**src/rtl/serial_digit_adder_pkg.sv**
```systemverilog
// Shared types and helpers for the serial digit adder.
//   state_t : controller states IDLE -> RUN -> DONE -> IDLE
//   cnt_w   : width of the digit counter for a WIDTH/DIGIT split (at least 1)
package serial_digit_adder_pkg;

   typedef enum logic [1:0] {
      IDLE = 2'd0,
      RUN  = 2'd1,
      DONE = 2'd2
   } state_t;

   // Counter width needed to index WIDTH/DIGIT digits; never narrower than 1 bit.
   function automatic int cnt_w(input int width, input int digit);
      int n;
      int w;
      n = width / digit;
      w = $clog2(n);
      if (w < 1) begin
         return 1;
      end else begin
         return w;
      end
   endfunction

endpackage

```
**src/rtl/serial_digit_adder_digit_add.sv**
```systemverilog
// Combinational DIGIT-bit adder slice used once per cycle by the serial adder.
// Ports:
//   a_d, b_d : DIGIT-bit operand digits
//   ci       : carry into the digit
//   s_d      : DIGIT-bit digit sum
//   co       : carry out of the digit
module digit_add
   import serial_digit_adder_pkg::*;
#(
   parameter int DIGIT = 1
) (
   input  logic [DIGIT-1:0] a_d,
   input  logic [DIGIT-1:0] b_d,
   input  logic             ci,
   output logic [DIGIT-1:0] s_d,
   output logic             co
);

   // Zero-extend by one bit so the top bit of the sum is the carry out.
   assign {co, s_d} = {1'b0, a_d} + {1'b0, b_d} + {{DIGIT{1'b0}}, ci};

endmodule

```
**src/rtl/serial_digit_adder.sv**
```systemverilog
// Multi-cycle adder: y = (a + b + cin) mod 2^WIDTH with carry out, computed
// DIGIT bits per cycle, least significant digit first, one operation in flight.
// Optional feature macro: SERIAL_ADD_SUB_EN adds the `sub` port; when sub=1
// the stored B operand is inverted so that (with cin=1) y = a - b.
// Ports:
//   clk, rst             : clock (rising edge), asynchronous active-high reset
//   in_valid / in_ready  : operand handshake (in_ready high only in IDLE)
//   a, b, cin            : operands and carry-in
//   sub                  : subtract select (SERIAL_ADD_SUB_EN only)
//   out_valid / out_ready: result handshake
//   y, cout              : result and carry out, valid while out_valid is high
//   busy                 : high while an operation is in RUN or DONE
module serial_digit_adder
   import serial_digit_adder_pkg::*;
#(
   parameter int WIDTH = 5,
   parameter int DIGIT = 1
) (
   input  logic             clk,
   input  logic             rst,
   input  logic             in_valid,
   output logic             in_ready,
   input  logic [WIDTH-1:0] a,
   input  logic [WIDTH-1:0] b,
   input  logic             cin,
`ifdef SERIAL_ADD_SUB_EN
   input  logic             sub,
`endif
   output logic             out_valid,
   input  logic             out_ready,
   output logic [WIDTH-1:0] y,
   output logic             cout,
   output logic             busy
);

   localparam int N     = WIDTH / DIGIT;
   localparam int CNT_W = cnt_w(WIDTH, DIGIT);
   localparam logic [CNT_W-1:0] LAST_CNT = CNT_W'(N - 1);

   state_t             state_q, state_d;
   logic [WIDTH-1:0]   opa_q, opa_d;
   logic [WIDTH-1:0]   opb_q, opb_d;
   logic               carry_q, carry_d;
   logic [CNT_W-1:0]   cnt_q, cnt_d;
   logic [WIDTH-1:0]   y_q, y_d;
   logic               cout_q, cout_d;
   logic               in_ready_q, in_ready_d;
   logic               out_valid_q, out_valid_d;
   logic               busy_q, busy_d;

   logic [DIGIT-1:0]       sum_digit;
   logic                   carry_out;
   logic [WIDTH-1:0]       b_in;
   logic [WIDTH+DIGIT-1:0] y_cat;

`ifdef SERIAL_ADD_SUB_EN
   assign b_in = sub ? ~b : b;
`else
   assign b_in = b;
`endif

   // Operands are shifted right each RUN cycle, so the current digit is always the low DIGIT bits.
   digit_add #(.DIGIT(DIGIT)) u_digit_add (
      .a_d (opa_q[DIGIT-1:0]),
      .b_d (opb_q[DIGIT-1:0]),
      .ci  (carry_q),
      .s_d (sum_digit),
      .co  (carry_out)
   );

   // The result is filled from the top and shifted down; after N digits digit k sits at y[k*DIGIT +: DIGIT].
   assign y_cat = {sum_digit, y_q};

   // Next-state and datapath update for the IDLE/RUN/DONE controller.
   always_comb begin
      state_d     = state_q;
      opa_d       = opa_q;
      opb_d       = opb_q;
      carry_d     = carry_q;
      cnt_d       = cnt_q;
      y_d         = y_q;
      cout_d      = cout_q;
      in_ready_d  = in_ready_q;
      out_valid_d = out_valid_q;
      busy_d      = busy_q;
      case (state_q)
         IDLE: begin
            if (in_valid && in_ready_q) begin
               opa_d      = a;
               opb_d      = b_in;
               carry_d    = cin;
               cnt_d      = {CNT_W{1'b0}};
               state_d    = RUN;
               in_ready_d = 1'b0;
               busy_d     = 1'b1;
            end else begin
               state_d = IDLE;
            end
         end
         RUN: begin
            opa_d   = opa_q >> DIGIT;
            opb_d   = opb_q >> DIGIT;
            carry_d = carry_out;
            y_d     = y_cat[WIDTH+DIGIT-1:DIGIT];
            cnt_d   = cnt_q + CNT_W'(1);
            if (cnt_q == LAST_CNT) begin
               state_d     = DONE;
               out_valid_d = 1'b1;
               cout_d      = carry_out;
            end else begin
               state_d = RUN;
            end
         end
         DONE: begin
            // in_ready rises at the pop edge, so a pop and an accept never share a cycle.
            if (out_valid_q && out_ready) begin
               state_d     = IDLE;
               out_valid_d = 1'b0;
               busy_d      = 1'b0;
               in_ready_d  = 1'b1;
            end else begin
               state_d = DONE;
            end
         end
         default: begin
            state_d     = IDLE;
            in_ready_d  = 1'b1;
            out_valid_d = 1'b0;
            busy_d      = 1'b0;
         end
      endcase
   end

   // State and output registers; reset aborts any operation in flight.
   always_ff @(posedge clk or posedge rst) begin
      if (rst) begin
         state_q     <= IDLE;
         opa_q       <= {WIDTH{1'b0}};
         opb_q       <= {WIDTH{1'b0}};
         carry_q     <= 1'b0;
         cnt_q       <= {CNT_W{1'b0}};
         y_q         <= {WIDTH{1'b0}};
         cout_q      <= 1'b0;
         in_ready_q  <= 1'b1;
         out_valid_q <= 1'b0;
         busy_q      <= 1'b0;
      end else begin
         state_q     <= state_d;
         opa_q       <= opa_d;
         opb_q       <= opb_d;
         carry_q     <= carry_d;
         cnt_q       <= cnt_d;
         y_q         <= y_d;
         cout_q      <= cout_d;
         in_ready_q  <= in_ready_d;
         out_valid_q <= out_valid_d;
         busy_q      <= busy_d;
      end
   end

   assign in_ready  = in_ready_q;
   assign out_valid = out_valid_q;
   assign y         = y_q;
   assign cout      = cout_q;
   assign busy      = busy_q;

endmodule

```
**config.mk**
```make
export PLATFORM = sky130hd
export DESIGN_NAME = serial_digit_adder
export DESIGN_NICKNAME = d
export VERILOG_FILES = /design/src/rtl/serial_digit_adder_pkg.sv /design/src/rtl/serial_digit_adder_digit_add.sv /design/src/rtl/serial_digit_adder.sv
export SDC_FILE = /design/constraint.sdc
export NUM_CORES = 1
export LEC_CHECK = 0
export ABC_AREA = 1
export BUFFER_PORTS_ARGS = -buffer_cell sky130_fd_sc_hd__clkbuf_2
export CAP_MARGIN = 30
export CORE_UTILIZATION = 53
export CTS_BUF_LIST = sky130_fd_sc_hd__clkbuf_16
export CTS_CLUSTER_DIAMETER = 80
export DETAILED_ROUTE_END_ITERATION = 6
export PLACE_DENSITY = 0.85
export REMOVE_ABC_BUFFERS = 1
export SETUP_SLACK_MARGIN = 0.02
export SLEW_MARGIN = 20
export SYNTH_ARGS = -nofsm -noshare
export SYNTH_HDL_FRONTEND = slang
export SYNTH_HIERARCHICAL = 1
export SYNTH_SLANG_ARGS = --single-unit
```
**constraint.sdc**
```tcl
create_clock -name clk -period 1.7 [get_ports clk]
set_clock_uncertainty 0.1 [all_clocks]
set_input_delay 0.085 -clock clk [delete_from_list [all_inputs] [get_ports clk]]
set_output_delay 0.085 -clock clk [all_outputs]
set_load 0.02 [all_outputs]
```
**Word-level counts from Yosys, hierarchy flattened**

Cells that the tools add are included.

- Eq/ne operators: 6
- Reductions and logical operators: 8
- Mux-type cells: 20
- $add $sub $neg: 3
- Bitwise operators: 2

Operators with widths:

| kind | number |
|---|---|
| $pmux W5 S2 | 2 |
| $mux W5 | 2 |
| $pmux W1 S3 | 3 |
| $mux W1 | 7 |
| $ne A2 B2 Y1 const B | 3 |
| $pmux W2 S3 | 1 |
| $pmux W3 S2 | 1 |
| $reduce_and A3 Y1 | 2 |
| $mux W2 | 2 |
| $reduce_and A2 Y1 | 2 |
| $add A3 B1 Y3 const B | 1 |
| $eq A3 B3 Y1 const B | 1 |
| $mux W3 | 1 |
| $add A1 B1 Y2 | 1 |
| $add A2 B1 Y2 | 1 |
| $eq A2 B1 Y1 const B | 1 |
| $eq A2 B2 Y1 const B | 1 |
| $logic_and A1 B1 Y1 | 2 |
| $logic_not A2 Y1 | 1 |
| $not A1 Y1 | 2 |
| $pmux W1 S2 | 1 |
| $reduce_bool A2 Y1 | 1 |

- Word-level logic and storage cells: 49
- Input bits: 15
- Bits in registers: 25
- Output and inout bits: 9

**Logic depth before layout (Yosys ltp)**

- Word-level depth: 3
- Gate-level depth with buffers: 7
- Depth with buffers taken out: 6

**Hierarchy**

Netlist, hierarchy kept.

Modules (own cells, without submodules):

| module | area each (µm²) | cells an instance | times used |
|---|---|---|---|
| serial_digit_adder | 1206.2 | 147 | 1 |
| digit_add | 20.0 | 1 | 1 |

**Worst setup path before layout**

No wires, ideal clock.

- Kind: reg2reg
- Start: register in_ready_q, in the netlist in_ready
- End: register carry_q
- Data required time: 1483 ps
- Path slack: 457 ps
- Period minus slack after synthesis: 1243 ps
- Stages on the path, launching flop included: 5
- Arrival time: 1026 ps
- Setup time: 117 ps
- Path through: dfstp_2 nand3_4 buf_6 nand3_1 nand2_1

- Cells in the longest elaborated chain, start to end: 3

Ends and longest elaborated chain:

| item | RTL line | source |
|---|---|---|
| from (decl) | serial_digit_adder.sv:47 | `logic in_ready_q, in_ready_d;` |
| from (signal assigned) | serial_digit_adder.sv:155 | `in_ready_q <= in_ready_d;` |
| $logic_and A1 B1 Y1 | serial_digit_adder.sv:88 | `if (in_valid && in_ready_q) begin` |
| $ne A2 B2 Y1 (no line) | -- |  |
| $reduce_and A2 Y1 (no line) | -- |  |
| to (signal assigned) | serial_digit_adder.sv:151 | `carry_q <= carry_d;` |
| to (decl) | serial_digit_adder.sv:43 | `logic carry_q, carry_d;` |

Every way passes these cells.
A chain may end at the register's enable or synchronous reset.

**Worst setup path in the final report**

- Start: register state_q[1]
- End: register carry_q

- Cells in the longest elaborated chain, start to end: 3

Ends and longest elaborated chain:

| item | RTL line | source |
|---|---|---|
| from (decl) | serial_digit_adder.sv:40 | `state_t state_q, state_d;` |
| from (signal assigned) | serial_digit_adder.sv:148 | `state_q <= state_d;` |
| $eq A2 B1 Y1 / $logic_not A2 Y1 (equally long branches) | serial_digit_adder.sv:86 | `case (state_q)` |
| $reduce_bool A2 Y1 (no line) / $ne A2 B2 Y1 (equally long branches) | -- |  |
| $reduce_and A2 Y1 (no line) | -- |  |

Parallel ways exist; a longest one is shown, timed or not.

==> impl_metrics.env <==
export IMPL_max_vdd_ir_drop_mv=1.09
export IMPL_use_met2_pct=34.7
export IMPL_grt_met1_usage_pct=27.9
export IMPL_syn_inst=148
export IMPL_ys_seq_area_share_pct=51.1
export IMPL_post_route_period_util_pct=86.4
export IMPL_crit_path_cell_trace="inv_2 -> nand2_2 -> nand2_4 -> nand2_1 -> nand2_1"
export IMPL_cts_max_path_buffers=2
export IMPL_placed_cells=195
export IMPL_grt_ovfl_total=0
export IMPL_finalSetupViolations=0
export IMPL_dpl_cell_area_um2=1340
export IMPL_io_pins=24
export IMPL_crit_top_cell="nand2_1"
export IMPL_cts_resized=0
export IMPL_end_kind="flop"
export IMPL_wire_per_inst_um=11.9
export IMPL_cp_slowest_cell="dfrtp_1"
export IMPL_min_path_type="in -> reg"
export IMPL_dpl_worst_slack_ns=0.239
export IMPL_crit_path_start_kind="flop"
export IMPL_busiest_layer="met2"
export IMPL_tns_ns=0
export IMPL_core_um2=2190
export IMPL_status="finished clean"
export IMPL_finalPower_mw=2.82
export IMPL_grt_max_degree=31
export IMPL_grt_util_all_layers_pct=22.0
export IMPL_grt_antenna_before_repair=0
export IMPL_synth_area_per_cell_um2=8.28
export IMPL_arrival_ns=1.52
export IMPL_path_max_fanout=30
export IMPL_root_buffer="clkbuf_16"
export IMPL_numPortBuffers=23
export IMPL_synthDistinctLibCells=21
export IMPL_synth_top_area_share_pct=49.0
export IMPL_ant_nets=0
export IMPL_rsz0062_at_grt="no"
export IMPL_min_period_ns=1.47
export IMPL_layout_drive_gt1_share_pct=22.4
export IMPL_fin_area_um2=1450
export IMPL_fill_cells=182
export IMPL_die_y_um=50.1
export IMPL_reg2reg_slack_ns=0.23
export IMPL_layout_setup_ws_ns=0.231
export IMPL_syn_area_um2=1230
export IMPL_grt_pass1_wl_um=4110
export IMPL_dr_pass1_iters=4
export IMPL_via_per_inst=5.12
export IMPL_tritoncts="built"
export IMPL_drc=0
export IMPL_initial_core_util_pct=56.0
export IMPL_synth_warning_count=6
export IMPL_final_cell_count_no_fill=202
export IMPL_num_vias=1034
export IMPL_p_per_area_nw_per_um2=1940
export IMPL_first_global_vias=976
export IMPL_yosysMostFrequentCell="nand2_1"
export IMPL_cts_setup_buffers=0
export IMPL_nNetsFinal=193
export IMPL_cap_violations=0
export IMPL_async_reset_ff_share_pct=100
export IMPL_area_growth_pct=18.5
export IMPL_drt_initial_drc_count=22
export IMPL_clk_latency_ns=0.26
export IMPL_die_area_um2=2510
export IMPL_hpwlAfterDp_um=1630
export IMPL_synth_top_cell_by_area="dfrtp_1"
export IMPL_synth_seq_cells=25
export IMPL_globalplace_congestion=0.735
export IMPL_wl_um=2410
export IMPL_max_slew_margin_pct=64.5
export IMPL_worstMarginPinSlew_ns=0.531
export IMPL_slowest_delay_ns=0.46
export IMPL_yosys_top_cells_count="nand2_1 (73), dfrtp_1 (24), nand3_1 (17)"
export IMPL_fmax_ghz=0.681
export IMPL_dieWidth_um=50.1
export IMPL_use_met3_pct=2.78
export IMPL_cp_data_required_time_ns=1.75
export IMPL_num_rows=17
export IMPL_synthFlopType="dfrtp_1"
export IMPL_postCtsHoldBufs=3
export IMPL_synth_edf_count=0
export IMPL_cts_sinks=25
export IMPL_worst_setup_path_type="reg -> reg"
export IMPL_drv_slew=0
export IMPL_diodes=0
export IMPL_synth_area_leaders="dfrtp_1 (49%), nand2_1 (22%), nand3_1 (6.9%)"
export IMPL_p_leak_nw=0.814
export IMPL_htree_levels=1
export IMPL_numCtsBuffers=3
export IMPL_hold_viol_final=0
export IMPL_clk_pin_slew_ns=0.07
per-stage QoR:
step                hold WS, ns  utilization [%]
finish                   0.0158             66.3
floorplan                0.0116                -
global route             0.0394             66.3
detailed placement       0.0497             61.2
CTS                      0.0201             66.3
global placement         0.0233             61.2
critical path: cells and delay by family (launching register included):
| family | cells | cell delay [ns] |
|---|---|---|
| buffers and inverters | 1 | 0.08 |
| flip-flops | 1 | 0.46 |
| AND/OR/NAND/NOR | 4 | 0.72 |
flip-flops by register name (all words and copies together), names as in the netlist:
name,count
busy,1
carry_q,1
cnt_q,3
cout,1
in_ready,1
opa_q,5
opb_q,5
out_valid,1
state_q,2
y,5
cells by family (layout without fill, tap and decap cells):
kind of cell,Yosys count,after routing,share of synthesized area (%)
AOI/OAI and AO/OA,6,6,2.45
buffers and inverters,14,40,6.33
DFF,25,25,51.1
adders and majority gates,3,3,3.67
and+or+nand+nor,100,100,36.4
placed cells by master, fill, tap and decap left out, types with 2 or more instances in the layout:
cell / netlist / routed
nand2_1: 73 / 73
dfrtp_1: 24 / 24
clkbuf_2: 0 / 23
nand3_1: 17 / 17
inv_1: 7 / 7
o21ai_0: 3 / 3
clkbuf_16: 0 / 3
dlygate4sd3_1: 0 / 3
inv_2: 2 / 2
nand2_2: 2 / 2
nand4_1: 2 / 2
a21oi_1: 2 / 2
ha_1: 2 / 2
power by group:
group | total [mW] | switching [mW] | internal (mW)
clock | 0.531 | 0.211 | 0.319
combinational | 1.21 | 0.802 | 0.411
sequential | 1.08 | 0.205 | 0.875
total | 2.82 | 1.22 | 1.61
final cells by class:
cell class                 count  area (um^2)  area share [%]
sequential                    25          627            43.2
multi-input combinational    109          522            35.9
timing repair buffer          27          153            10.5
clock buffer                   3         75.1            5.17
tap                           28         35.0            2.41
inverter                       9         33.8            2.33
clock inverter                 1         7.51           0.517
layer usage:
layer,up-vias,wire (um)
met1,490,1030
met4,0,85
li1,516,-
met2,19,1250
met5,-,0
met3,9,52
final timing paths:
path	from	to	depth (start not counted)
worst min-delay path	b[1]	opb_q[1]	5
worst max register to register	state_q[1]	carry_q	5
worst max-delay path	state_q[1]	carry_q	5
worst min register to register	y[0]	y[0]	2
max in group asynchronous	rst	in_ready	4
min in group asynchronous	rst	opa_q[4]	4
No activity file was read; power rests on OpenSTA's default activity.
